## src/rtl/muldiv_unit_pkg.sv

```systemverilog
// Shared types and op-decode helpers for the iterative multiply/divide unit.
package muldiv_unit_pkg;

    typedef enum logic [2:0] {
        MUL    = 3'd0,
        MULH   = 3'd1,
        MULHSU = 3'd2,
        MULHU  = 3'd3,
        DIV    = 3'd4,
        DIVU   = 3'd5,
        REM    = 3'd6,
        REMU   = 3'd7
    } muldiv_op_t;

    typedef enum logic [1:0] {
        IDLE = 2'd0,
        CALC = 2'd1,
        FIX  = 2'd2,
        DONE = 2'd3
    } muldiv_state_t;

    function automatic logic op_is_div(input muldiv_op_t op);
        return op inside {DIV, DIVU, REM, REMU};
    endfunction

    function automatic logic op_a_signed(input muldiv_op_t op);
        return op inside {MUL, MULH, MULHSU, DIV, REM};
    endfunction

    function automatic logic op_b_signed(input muldiv_op_t op);
        return op inside {MUL, MULH, DIV, REM};
    endfunction

    // High product half for multiplies, remainder for divides.
    function automatic logic op_sel_hi(input muldiv_op_t op);
        return op inside {MULH, MULHSU, MULHU, REM, REMU};
    endfunction

endpackage

```

## src/rtl/muldiv_unit_step.sv

```systemverilog
// One radix-2 iteration: shift-add multiply or restoring shift-subtract divide.
module muldiv_unit_step #(
    parameter int WIDTH = 32
) (
    input  logic               is_div,
    input  logic [2*WIDTH-1:0] acc,
    input  logic [WIDTH-1:0]   opnd,
    output logic [2*WIDTH-1:0] acc_nxt
);

    logic [WIDTH:0] sum;
    logic [WIDTH:0] diff;

    // Multiply keeps {partial, multiplier}; divide keeps {remainder, quotient}.
    always_comb begin
        sum     = {1'b0, acc[2*WIDTH-1:WIDTH]} + {1'b0, opnd};
        diff    = acc[2*WIDTH-1:WIDTH-1] - {1'b0, opnd};
        acc_nxt = '0;
        if (!is_div) begin
            if (acc[0])
                acc_nxt = {sum, acc[WIDTH-1:1]};
            else
                acc_nxt = {1'b0, acc[2*WIDTH-1:1]};
        end else if (diff[WIDTH]) begin
            acc_nxt = {acc[2*WIDTH-2:0], 1'b0};
        end else begin
            acc_nxt = {diff[WIDTH-1:0], acc[WIDTH-2:0], 1'b1};
        end
    end

endmodule

```

## src/rtl/muldiv_unit.sv

```systemverilog
// Multi-cycle RV32M-class multiply/divide unit with valid/ready handshakes.
// Optional MULDIV_FAST_MUL_EN: single-cycle multiplier for the four multiply ops.
module muldiv_unit
    import muldiv_unit_pkg::*;
#(
    parameter int WIDTH = 32
) (
    input  logic             clk,
    input  logic             rst,
    input  logic             flush,
    input  logic             in_valid,
    output logic             in_ready,
    input  muldiv_op_t       op,
    input  logic [WIDTH-1:0] a,
    input  logic [WIDTH-1:0] b,
    output logic             out_valid,
    input  logic             out_ready,
    output logic [WIDTH-1:0] out,
    output logic             busy
);

    localparam int CNT_W = $clog2(WIDTH) + 1;

    muldiv_state_t      state, state_nxt;
    muldiv_op_t         op_q;
    logic [2*WIDTH-1:0] acc, acc_step, prod;
    logic [WIDTH-1:0]   opnd, abs_a, abs_b, min_int, div_val, fix_res, fast_res;
    logic [CNT_W-1:0]   cnt;
    logic               neg_q, neg_res, sa, sb, div_zero, div_ovf, fast_mul, accept;

    assign in_ready  = (state == IDLE);
    assign out_valid = (state == DONE);
    assign busy      = (state != IDLE);
    assign accept    = in_valid & in_ready & ~flush;
    assign min_int   = {1'b1, {(WIDTH-1){1'b0}}};

    // Magnitudes and result sign are resolved at accept time.
    assign sa       = op_a_signed(op) & a[WIDTH-1];
    assign sb       = op_b_signed(op) & b[WIDTH-1];
    assign abs_a    = sa ? -a : a;
    assign abs_b    = sb ? -b : b;
    assign neg_res  = (op_is_div(op) && op_sel_hi(op)) ? sa : (sa ^ sb);
    assign div_zero = op_is_div(op) && (b == '0);
    assign div_ovf  = (op == DIV || op == REM) && (a == min_int) && (b == '1);

`ifdef MULDIV_FAST_MUL_EN
    logic signed [WIDTH:0]     fa, fb;
    logic signed [2*WIDTH-1:0] fprod;
    assign fa       = $signed({op_a_signed(op) & a[WIDTH-1], a});
    assign fb       = $signed({op_b_signed(op) & b[WIDTH-1], b});
    assign fprod    = (2*WIDTH)'(fa) * (2*WIDTH)'(fb);
    assign fast_res = op_sel_hi(op) ? fprod[2*WIDTH-1:WIDTH] : fprod[WIDTH-1:0];
    assign fast_mul = !op_is_div(op);
`else
    assign fast_res = '0;
    assign fast_mul = 1'b0;
`endif

    muldiv_unit_step #(.WIDTH(WIDTH)) u_step (
        .is_div (op_is_div(op_q)),
        .acc    (acc),
        .opnd   (opnd),
        .acc_nxt(acc_step)
    );

    always_comb begin
        prod    = neg_q ? -acc : acc;
        div_val = op_sel_hi(op_q) ? acc[2*WIDTH-1:WIDTH] : acc[WIDTH-1:0];
        if (op_is_div(op_q))
            fix_res = neg_q ? -div_val : div_val;
        else
            fix_res = op_sel_hi(op_q) ? prod[2*WIDTH-1:WIDTH] : prod[WIDTH-1:0];
    end

    always_ff @(posedge clk or posedge rst) begin
        if (rst) state <= IDLE;
        else     state <= state_nxt;
    end

    always_comb begin
        state_nxt = state;
        case (state)
            IDLE: if (accept) state_nxt = (div_zero || div_ovf || fast_mul) ? DONE : CALC;
            CALC: if (cnt == CNT_W'(1)) state_nxt = FIX;
            FIX:  state_nxt = DONE;
            DONE: if (out_ready) state_nxt = IDLE;
            default: state_nxt = IDLE;
        endcase
        if (flush) state_nxt = IDLE;
    end

    // A flushed edge never updates out, so the last presented result is kept.
    always_ff @(posedge clk or posedge rst) begin
        if (rst) begin
            op_q  <= MUL;
            acc   <= '0;
            opnd  <= '0;
            cnt   <= '0;
            neg_q <= 1'b0;
            out   <= '0;
        end else if (accept) begin
            op_q  <= op;
            neg_q <= neg_res;
            cnt   <= CNT_W'(WIDTH);
            acc   <= {{WIDTH{1'b0}}, op_is_div(op) ? abs_a : abs_b};
            opnd  <= op_is_div(op) ? abs_b : abs_a;
            if (div_zero)
                out <= op_sel_hi(op) ? a : '1;
            else if (div_ovf)
                out <= op_sel_hi(op) ? '0 : min_int;
            else if (fast_mul)
                out <= fast_res;
        end else if (!flush) begin
            if (state == CALC) begin
                acc <= acc_step;
                cnt <= cnt - CNT_W'(1);
            end
            if (state == FIX)
                out <= fix_res;
        end
    end

endmodule

```

## config.mk

```make
export PLATFORM = sky130hd
export DESIGN_NAME = muldiv_unit
export DESIGN_NICKNAME = d
export VERILOG_FILES = /design/src/rtl/muldiv_unit_pkg.sv /design/src/rtl/muldiv_unit_step.sv /design/src/rtl/muldiv_unit.sv
export SDC_FILE = /design/constraint.sdc
export NUM_CORES = 1
export LEC_CHECK = 0
export CORE_UTILIZATION = 37
export CTS_CLUSTER_DIAMETER = 150
export DETAILED_ROUTE_END_ITERATION = 7
export PLACE_DENSITY = 0.63
export SYNTH_ARGS = -nofsm -noshare
export SYNTH_HDL_FRONTEND = slang
export SYNTH_SLANG_ARGS = --single-unit
export TNS_END_PERCENT = 5
```

## constraint.sdc

```tcl
create_clock -name clk -period 6.3 [get_ports clk]
set_input_delay 0.945 -clock clk [delete_from_list [all_inputs] [get_ports clk]]
set_output_delay 0.945 -clock clk [all_outputs]
set_load 0.05 [all_outputs]
```

==> impl_metrics.csv <==
group,metric,value,unit
worst_setup_path,critPathMaxStageDelay,0.74,ns
timing,period_share,0.7217,
pwr,finalPower,0.01123,W
final_layout,area_growth,12.58,%
floorplan,die_h,209.7,um
clock_network,cts_setup_buffers,0,
yosys,ys_types,78,
floorplan,placementRows,75,
global_route,grt_pass1_vias,16040,
final_layout,nFillCells,4318,
final_layout,multi_input_area,11560,um2
yosys,syn_area,15950,um2
global_route,grt.total_usage,0.3048,
worst_setup_path,crit_chain,"clkdlybuf4s50_1, or4_1, nor4_1, inv_1, o41ai_1, a21oi_4, a21oi_2, o221ai_1, a221oi_1, a21o_1",
pwr,clock_power_share,0.102,
pwr,p_sw,0.006317,W
pwr,p_per_area,625.1,nW/um2
floorplan,core_region_area,42230,um2
worst_setup_path,worstPathMaxFanout,9,
placement,hpwl,51.20,mm
floorplan,dieArea,43950,um2
floorplan,ioPinCount,107,
worst_setup_path,reg2reg_depth,13,
pwr,ir_drop,0.2899,mV
clock_network,cts_root_buf,"clkbuf_16",
routing,wl_met3,6.469,mm
worst_setup_path,worstPathRequired,6.71,ns
job,maxCapViolCount,0,
clock_network,cts_sinks,140,
worst_setup_path,cp-start-kind,"input pin",
pwr,pwr-share-seq,0.198,
timing,fin_crit,4.546,ns
final_layout,drive_above_1_share,0.04933,
routing,drc_errors,0,
yosys,synth_nets,2319,
final_layout,fin_cells,2708,
routing,avgRoutedWirePerCell,24.95,um
yosys,avgSynthCellArea,7.352,um2
placement,place_inst,2676,
yosys,synth_warnings,0,
worst_hold_path,min_to,"out[20]",
worst_hold_path,hold_class,"reg -> reg",
worst_setup_path,end_kind,"register",
final_layout,antenna_cells,0,
routing,top_layer,"met5",
pwr,p_int,0.004911,W
routing,first_pass_iters,8,
yosys,async_flop_share,1.000,
status,status,"finished clean",
timing,skew,0.01856,ns
yosys,ys_seq_area_frac,0.2196,
final_layout,seq_area,3508,um2
worst_hold_path,hold_path_depth,2,
routing,finalWirelength,67.57,mm
timing,hold_viol,0,
global_route,grt_max_degree,85,
final_layout,utilization,0.4253,
pwr,p_leak,7.204,nW
timing,maxSlewViolCount,0,
routing,via_per_inst,6.411,
timing,worstMarginPinSlew,1.122,ns
final_layout,fin_nets,2305,
routing,dr_wl_met2,29.31,mm
worst_setup_path,r2r_end,"acc[57]",
pwr,combPwrFrac,0.700,
clock_network,cts_resized,0,
clock_network,clock_latency,0.47,ns
routing,m1WireLength,29.03,mm
yosys,synth-main-ff-cell,"dfrtp_1",
placement,globalplace.congestion,0.9542,
clock_network,cts_buffers,17,
timing,fin_hold_ws,0.4836,ns
worst_setup_path,cp_data_arrival_time,4.96,ns
yosys,synth_edf_count,0,
clock_network,htree_levels,4,
yosys,synth_seq_cells,140,
floorplan,start_util,0.3778,
timing,maxSlewHeadroom,0.2427,
placement,io_buffer_count,106,
global_route,grt_pass1_wl,101.8,mm
routing,antenna_left,0,
routing,drt_iter0_markers,2123,
yosys,netlist_instances,2170,
worst_setup_path,cp_slowest_cell,"o41ai_1",
timing,rsz0062_at_grt,"no",
clock_network,cts_max_path_buffers,2,
clock_network,tritoncts,"yes",
worst_setup_path,r2r_start,"acc[32]",
timing,report.final.setup_viol,0,
worst_setup_path,r2r_slack,1.82,ns
timing,setup_tns,0,ns
worst_setup_path,worst-setup-path-type,"in -> reg",
global_route,grt_overflow_total,0,
routing,num_vias,17360,
clock_network,hold_buffers,0,
floorplan,die_w,209.7,um
clock_network,clk_pin_slew_worst_paths,0.08,ns
timing,fmax,0.2200,GHz
global_route,antenna_found_initial,2,
pwr,switching_share,0.5626,
worst_hold_path,worst_hold_startpoint,"out[20]",
## critical path, delay by kind of cell
family	cells	cell delay (ns)
buffers and inverters	2	0.72
and+or+nand+nor	2	1.21
AOI/OAI and AO/OA	6	2.07
## synth_stat cells (all sizes together), types with 5 or more instances
cell type  instances  share of area
nand2            238          0.056
o21ai            231          0.073
a21oi            171          0.054
nor2             163          0.038
clkbuf           140          0.033
dfrtp            140           0.22
xnor2            103          0.057
xor2              92          0.051
o211ai            81          0.038
inv               78          0.018
ha                75          0.059
mux2i             72          0.045
nor3              58          0.019
o31ai             44          0.021
nand3             41          0.013
a21o              32          0.015
nand4             29          0.011
a31oi             28          0.011
buf               28         0.0071
nor4              28          0.012
a211oi            27          0.013
nand2b            22         0.0086
or3               19         0.0075
or4               19         0.0096
o221ai            17         0.0093
o41ai             14         0.0077
nor2b             12         0.0047
a221oi            11         0.0060
and2              11         0.0043
and3              11         0.0043
mux2              11         0.0078
or2                9         0.0035
nand3b             8         0.0038
a211o              7         0.0038
o21bai             7         0.0033
a21boi             6         0.0028
a32o               6         0.0038
nor3b              6         0.0028
o2111ai            6         0.0033
o22ai              6         0.0024
a2111oi            5         0.0027
a22o               5         0.0027
and4               5         0.0027
o21a               5         0.0024
## metrics by stage
step / area (um2) / worst slack (ns)
global placement: 17330 / 1.588
detailed placement: 17330 / 1.455
floorplan: 15950 / 1.602
CTS: 17960 / 1.870
finish: 17960 / 1.754
global route: 17960 / 1.582
## worst max-delay path by stage
stage	from	to	cells after the start
2_1_floorplan	rst	acc[0]	1
3_3_place_gp	b[7]	out[16]	8
3_5_place_dp	a[15]	out[18]	10
4_1_cts	acc[32]	acc[57]	13
5_1_grt	a[15]	out[29]	10
6_report	a[15]	out[18]	10
## flip-flops by register name, indices dropped and copies added, names as in the netlist
signal,count
acc,64
out,32
opnd,32
neg_q,1
state,2
op_q,3
cnt,6
## cell families (layout without fill, tap and decap cells)
group                      Yosys count  in the layout  synth area share
DFF                                140            140            0.2196
and+or+nand+nor                    687            687            0.2068
buffers and inverters              247            246           0.05874
adders and majority gates           77             77           0.06133
xor gates and xnor gates           195            195            0.1071
AOI/OAI and AO/OA                  741            741            0.2935
muxes                               83             83           0.05294
## layout make-up
cell class | instances | share of cell area
multi-input combinational | 1783 | 0.6439
sequential | 140 | 0.1953
timing repair buffer | 135 | 0.07106
tap | 539 | 0.03755
clock buffer | 17 | 0.02369
inverter | 79 | 0.01679
clock inverter | 15 | 0.01170
## power by group through the flow
stage	sequential [W]	combinational, W	clock, W
2_1_floorplan	0.00187	0.00566	0
3_3_place_gp	0.00219	0.00758	0
3_5_place_dp	0.00220	0.00767	0
4_1_cts	0.00218	0.00771	0.00115
5_1_grt	0.00226	0.00852	0.00118
6_report	0.00222	0.00786	0.00115
## cells in the final DEF (no fill, tap or decap), types with 57 or more instances in the layout
cell type,n
mux2i_1,72
ha_1,75
o211ai_1,80
a21oi_1,169
inv_1,77
nor2_1,160
clkdlybuf4s50_1,105
nand2_1,238
dfrtp_1,138
xor2_1,92
xnor2_1,103
nor3_1,57
o21ai_0,225
## routing by layer
layer | GRT usage | vias to the layer above
li1 | - | 7938
met4 | 0.1186 | 2
met1 | 0.4265 | 8382
met2 | 0.4568 | 897
met3 | 0.06329 | 143
met5 | 0 | -
Power figures use the tool's default switching activity.
==> RTL change 1: new RTL, config.mk and constraints unchanged <==
`WIDTH` is set to 32 in 2 places; all go to 16.
--- a/src/rtl/muldiv_unit_step.sv
+++ b/src/rtl/muldiv_unit_step.sv
@@ -1,6 +1,6 @@
 // One radix-2 iteration: shift-add multiply or restoring shift-subtract divide.
 module muldiv_unit_step #(
-    parameter int WIDTH = 32
+    parameter int WIDTH = 16
 ) (
     input  logic               is_div,
     input  logic [2*WIDTH-1:0] acc,
--- a/src/rtl/muldiv_unit.sv
+++ b/src/rtl/muldiv_unit.sv
@@ -3,7 +3,7 @@
 module muldiv_unit
     import muldiv_unit_pkg::*;
 #(
-    parameter int WIDTH = 32
+    parameter int WIDTH = 16
 ) (
     input  logic             clk,
     input  logic             rst,
Interface: changed (resized a, b and out); port bits go from 107 to 59. The function was not compared with the original's and may differ.
==> RTL change 1 against the unedited design <==
  * First-iteration DRC count shrank 69%
  * Wire length is 61% lower
  * Non-clock buffer count down 68
  * Global-route usage fell by 5.9 points
  * Worst setup slack better by 0.80 ns
  * Core utilization about the same
  * Design area down 50%
  * Total power fell by 53%
  * Sequential cell count decreased by 65
  * Register-to-register slack improved by 0.88 ns
  * Final cell count down 50%
  * Synthesized area shrank 49%
==> RTL change 1: results <==
setup_path:
  arrival_ns: 4.02
  crit_path_top_delay_cell: "clkdlybuf4s50_1"
  crit_fanout: 21
synth:
  synthXorXnorAreaFrac: 0.103
  yosysSeqAreaShare: 0.233
  syn_inst: 1077
  synth_fa_ha_area_frac: 0.0717
  synth_mux_area_frac: 0.0561
routing:
  wl_per_cell_um: 19.6
  top_layer_used: "met4"
  wl_met2_um: 12100
  drt_pass1_iterations: 5
  wirelength_um: 26500
  met1_length_um: 12100
  wl_met3_um: 1680
global_routing:
  gr-usage-all-layers: 0.246
  grt_pass1_wl_um: 42200
  grt_pass1_vias: 7552
finish:
  largest_register_ffs: 32
  inv_count: 43
  buffer_area_frac: 0.0713
  n_clock_buffer: 10
  seq_area_um2: 1880
  nFlopsAndLatches: 75
  top_regs: "acc (32), opnd (16), out (16)"
  multi_input_area_share: 0.635
placed_design:
  port_buffers: 58
  dp.cells: 1341
  dpl_worst_slack_ns: 2.22
pwr:
  switching_share: 0.541
sta:
  tightest_slew_ns: 1.07
  finClkSkew_ns: 0.00893
status:
  status: "complete, no violations"
clock_tree:
  cts_buffers: 9
die:
  taps: 275
## RTL change 1: power by group through the flow
stage	combinational, mW	clock [mW]	sequential [mW]
after floorplan	2.79	0	0.984
after global placement	3.48	0	1.18
after detailed placement	3.53	0	1.17
after CTS	3.54	0.486	1.17
after global routing	3.96	0.503	1.21
final	3.57	0.477	1.18
## RTL change 1: final timing paths
kind | slack [ns] | cells after the start | to | startpoint
setup / recovery | 2.56 | 11 | out[9]$_DFFE_PP0P_ | b[0]
hold / removal | 0.48 | 2 | out[4]$_DFFE_PP0P_ | out[4]$_DFFE_PP0P_
setup reg to reg | 2.70 | 10 | out[14]$_DFFE_PP0P_ | acc[0]$_DFFE_PP0P_
hold reg to reg | 0.48 | 2 | out[4]$_DFFE_PP0P_ | out[4]$_DFFE_PP0P_
max in group asynchronous | 4.24 | 3 | op_q[2]$_DFFE_PP0P_ | rst
min in group asynchronous | 0.91 | 2 | opnd[4]$_DFFE_PP0P_ | rst
==> RTL change 2: new RTL, same settings <==
Without the edit above. Reset style: synchronous (`rst`), changed in 2 clocked blocks.
--- a/src/rtl/muldiv_unit.sv
+++ b/src/rtl/muldiv_unit.sv
@@ -72,7 +72,7 @@
             fix_res = op_sel_hi(op_q) ? prod[2*WIDTH-1:WIDTH] : prod[WIDTH-1:0];
     end
 
-    always_ff @(posedge clk or posedge rst) begin
+    always_ff @(posedge clk) begin
         if (rst) state <= IDLE;
         else     state <= state_nxt;
     end
@@ -90,7 +90,7 @@
     end
 
     // A flushed edge never updates out, so the last presented result is kept.
-    always_ff @(posedge clk or posedge rst) begin
+    always_ff @(posedge clk) begin
         if (rst) begin
             op_q  <= MUL;
             acc   <= '0;
Function: differs if rst is asserted again (counterexample within 4 cycles, from zero or initial values and one cycle with rst high); with rst held inactive, the same outputs for 4 cycles.
==> RTL change 2 against the unedited design <==
  * The run now ends with design-rule violations left
  * Global-route usage grew 1.2 points
  * Fmax is 1.2% higher
  * Worst setup slack better by 0.054 ns
  * Synthesized area shrank 1.6%
  * Wire length up 4.0%
  * Sequential share of layout area down 3.6 points
  * Final cell count up 2.9%
  * Core utilization is 0.32 points lower
  * Non-clock buffer count increased by 17
  * Sequential cell count stayed put
  * Design area shrank 1.6%
Power is left out: it rests on default switching activity, and per cell area and clock period it moved more than threefold.
==> RTL change 2: results <==
routing:
  avgViaCountPerCell: 6.43
  wl_met2_um: 29700
  wirelength_um: 70300
  drc: 2
  met1_length_um: 29900
  wl_met3_um: 7740
  drtIter0Drc: 2247
  top_layer_used: "met5"
  drt_pass1_iterations: 8
finish:
  final_nets: 2384
  antenna_cells: 0
  drive_gt1_frac: 0.0574
  nFillCells: 4299
  top_regs: "acc (64), opnd (32), out (32)"
  largest_register_ffs: 64
  final-instance-count-excl-fill: 2787
setup_path:
  max_stage_delay_ns: 0.98
  arrival_ns: 4.78
  crit_path_top_delay_cell: "a2111oi_0"
  crit_fanout: 34
  path_delay_family: "compound AO/OA/AOI/OAI gates"
global_routing:
  grt_max_degree: 68
  grt_pass1_wl_um: 105000
  grt_antenna_before_repair: 2
  gr-usage-all-layers: 0.317
  grt_pass1_vias: 16300
  grt_use_met1: 0.444
  grtUsageMet3: 0.0648
  use_met2: 0.470
clock_tree:
  cts_buffers: 17
  clk_latency_ns: 0.45
  path_clk_slew_ns: 0.06
  cts_max_level: 4
  clockRootBuffer: "clkbuf_16"
  cts_resized: 0
  post-cts-setup-buffer-count: 0
synth:
  synthTopCellsByCount: "nand2_1 (272), a21oi_1 (221), nor2_1 (166)"
  synth_warnings: 0
  syn_inst: 2244
  synth_compound_area_frac: 0.320
  yosys-top-cells-area: "dfxtp_1 (18%), a21oi_1 (7.0%), nand2_1 (6.5%), ha_1 (6.0%), xnor2_1 (5.5%)"
  async_reset_ff_frac: 0
  synth-edff-count: 0
  synth_mux_area_frac: 0.0551
  yosysSeqAreaShare: 0.179
  ys_types: 83
  synthXorXnorAreaFrac: 0.0887
  synth_fa_ha_area_frac: 0.0624
status:
  status: "complete, but fails checks"
  violations: "design-rule violations"
hold_path:
  hp-class: "flop to flop"
sta:
  hold_viol: 0
  finClkSkew_ns: 0.00963
  maxSlewHeadroom: 0.199
placed_design:
  dpl.hpwl_um: 53500
  globalplace.congestion: 1.01
  place_area_um2: 17100
  port_buffers: 106
RTL change 2: changes by cell type in the layout (fill, tap and decap cells not counted), moves of 12 or more:
cell and delta:
xor2_1 -31, nand2_1 +33, o22ai_1 +19, buf_4 +16
nor3_1 +12, a31oi_1 +13, a21oi_1 +52, dfrtp_1 -138
dfxtp_1 +138, a22o_1 +15, o21ai_0 -82
RTL change 2: cell type report:
class                      instances  area [um2]  area share
clock buffer                      19         443      0.0251
clock inverter                    13         140     0.00793
inverter                          74         278      0.0157
multi-input combinational       1850       11900       0.675
sequential                       140        2810       0.159
tap                              539         674      0.0382
timing repair buffer             152        1400      0.0790
RTL change 2: worst register-to-register path, stage by stage (launching register included):
cell,delay [ns]
dfxtp_4,0.41
nand2b_1,0.32
nand2_2,0.63
buf_4,0.47
a32oi_1,0.27
nor4_4,0.65
a21oi_1,0.14
o31a_1,0.26
a2111oi_0,0.98
o21ai_0,0.21
RTL change 2: path summary, 6_finish.rpt:
path              slack, ns            startpoint              endpoint  cells past startpoint
setup reg to reg       1.81  op_q[2]$_SDFFE_PP0P_  out[20]$_SDFFE_PP0P_                      9
hold / removal         0.45   out[5]$_SDFFE_PP0P_   out[5]$_SDFFE_PP0P_                      2
hold reg to reg        0.45   out[5]$_SDFFE_PP0P_   out[5]$_SDFFE_PP0P_                      2
setup / recovery       1.81  op_q[2]$_SDFFE_PP0P_  out[20]$_SDFFE_PP0P_                      9
RTL change 2: per-stage QoR:
step | worst slack, ns | utilization
CTS | 1.97 | 0.422
detailed placement | 1.69 | 0.408
global route | 1.76 | 0.422
floorplan | 2.60 | -
finish | 1.81 | 0.422
global placement | 1.77 | 0.408
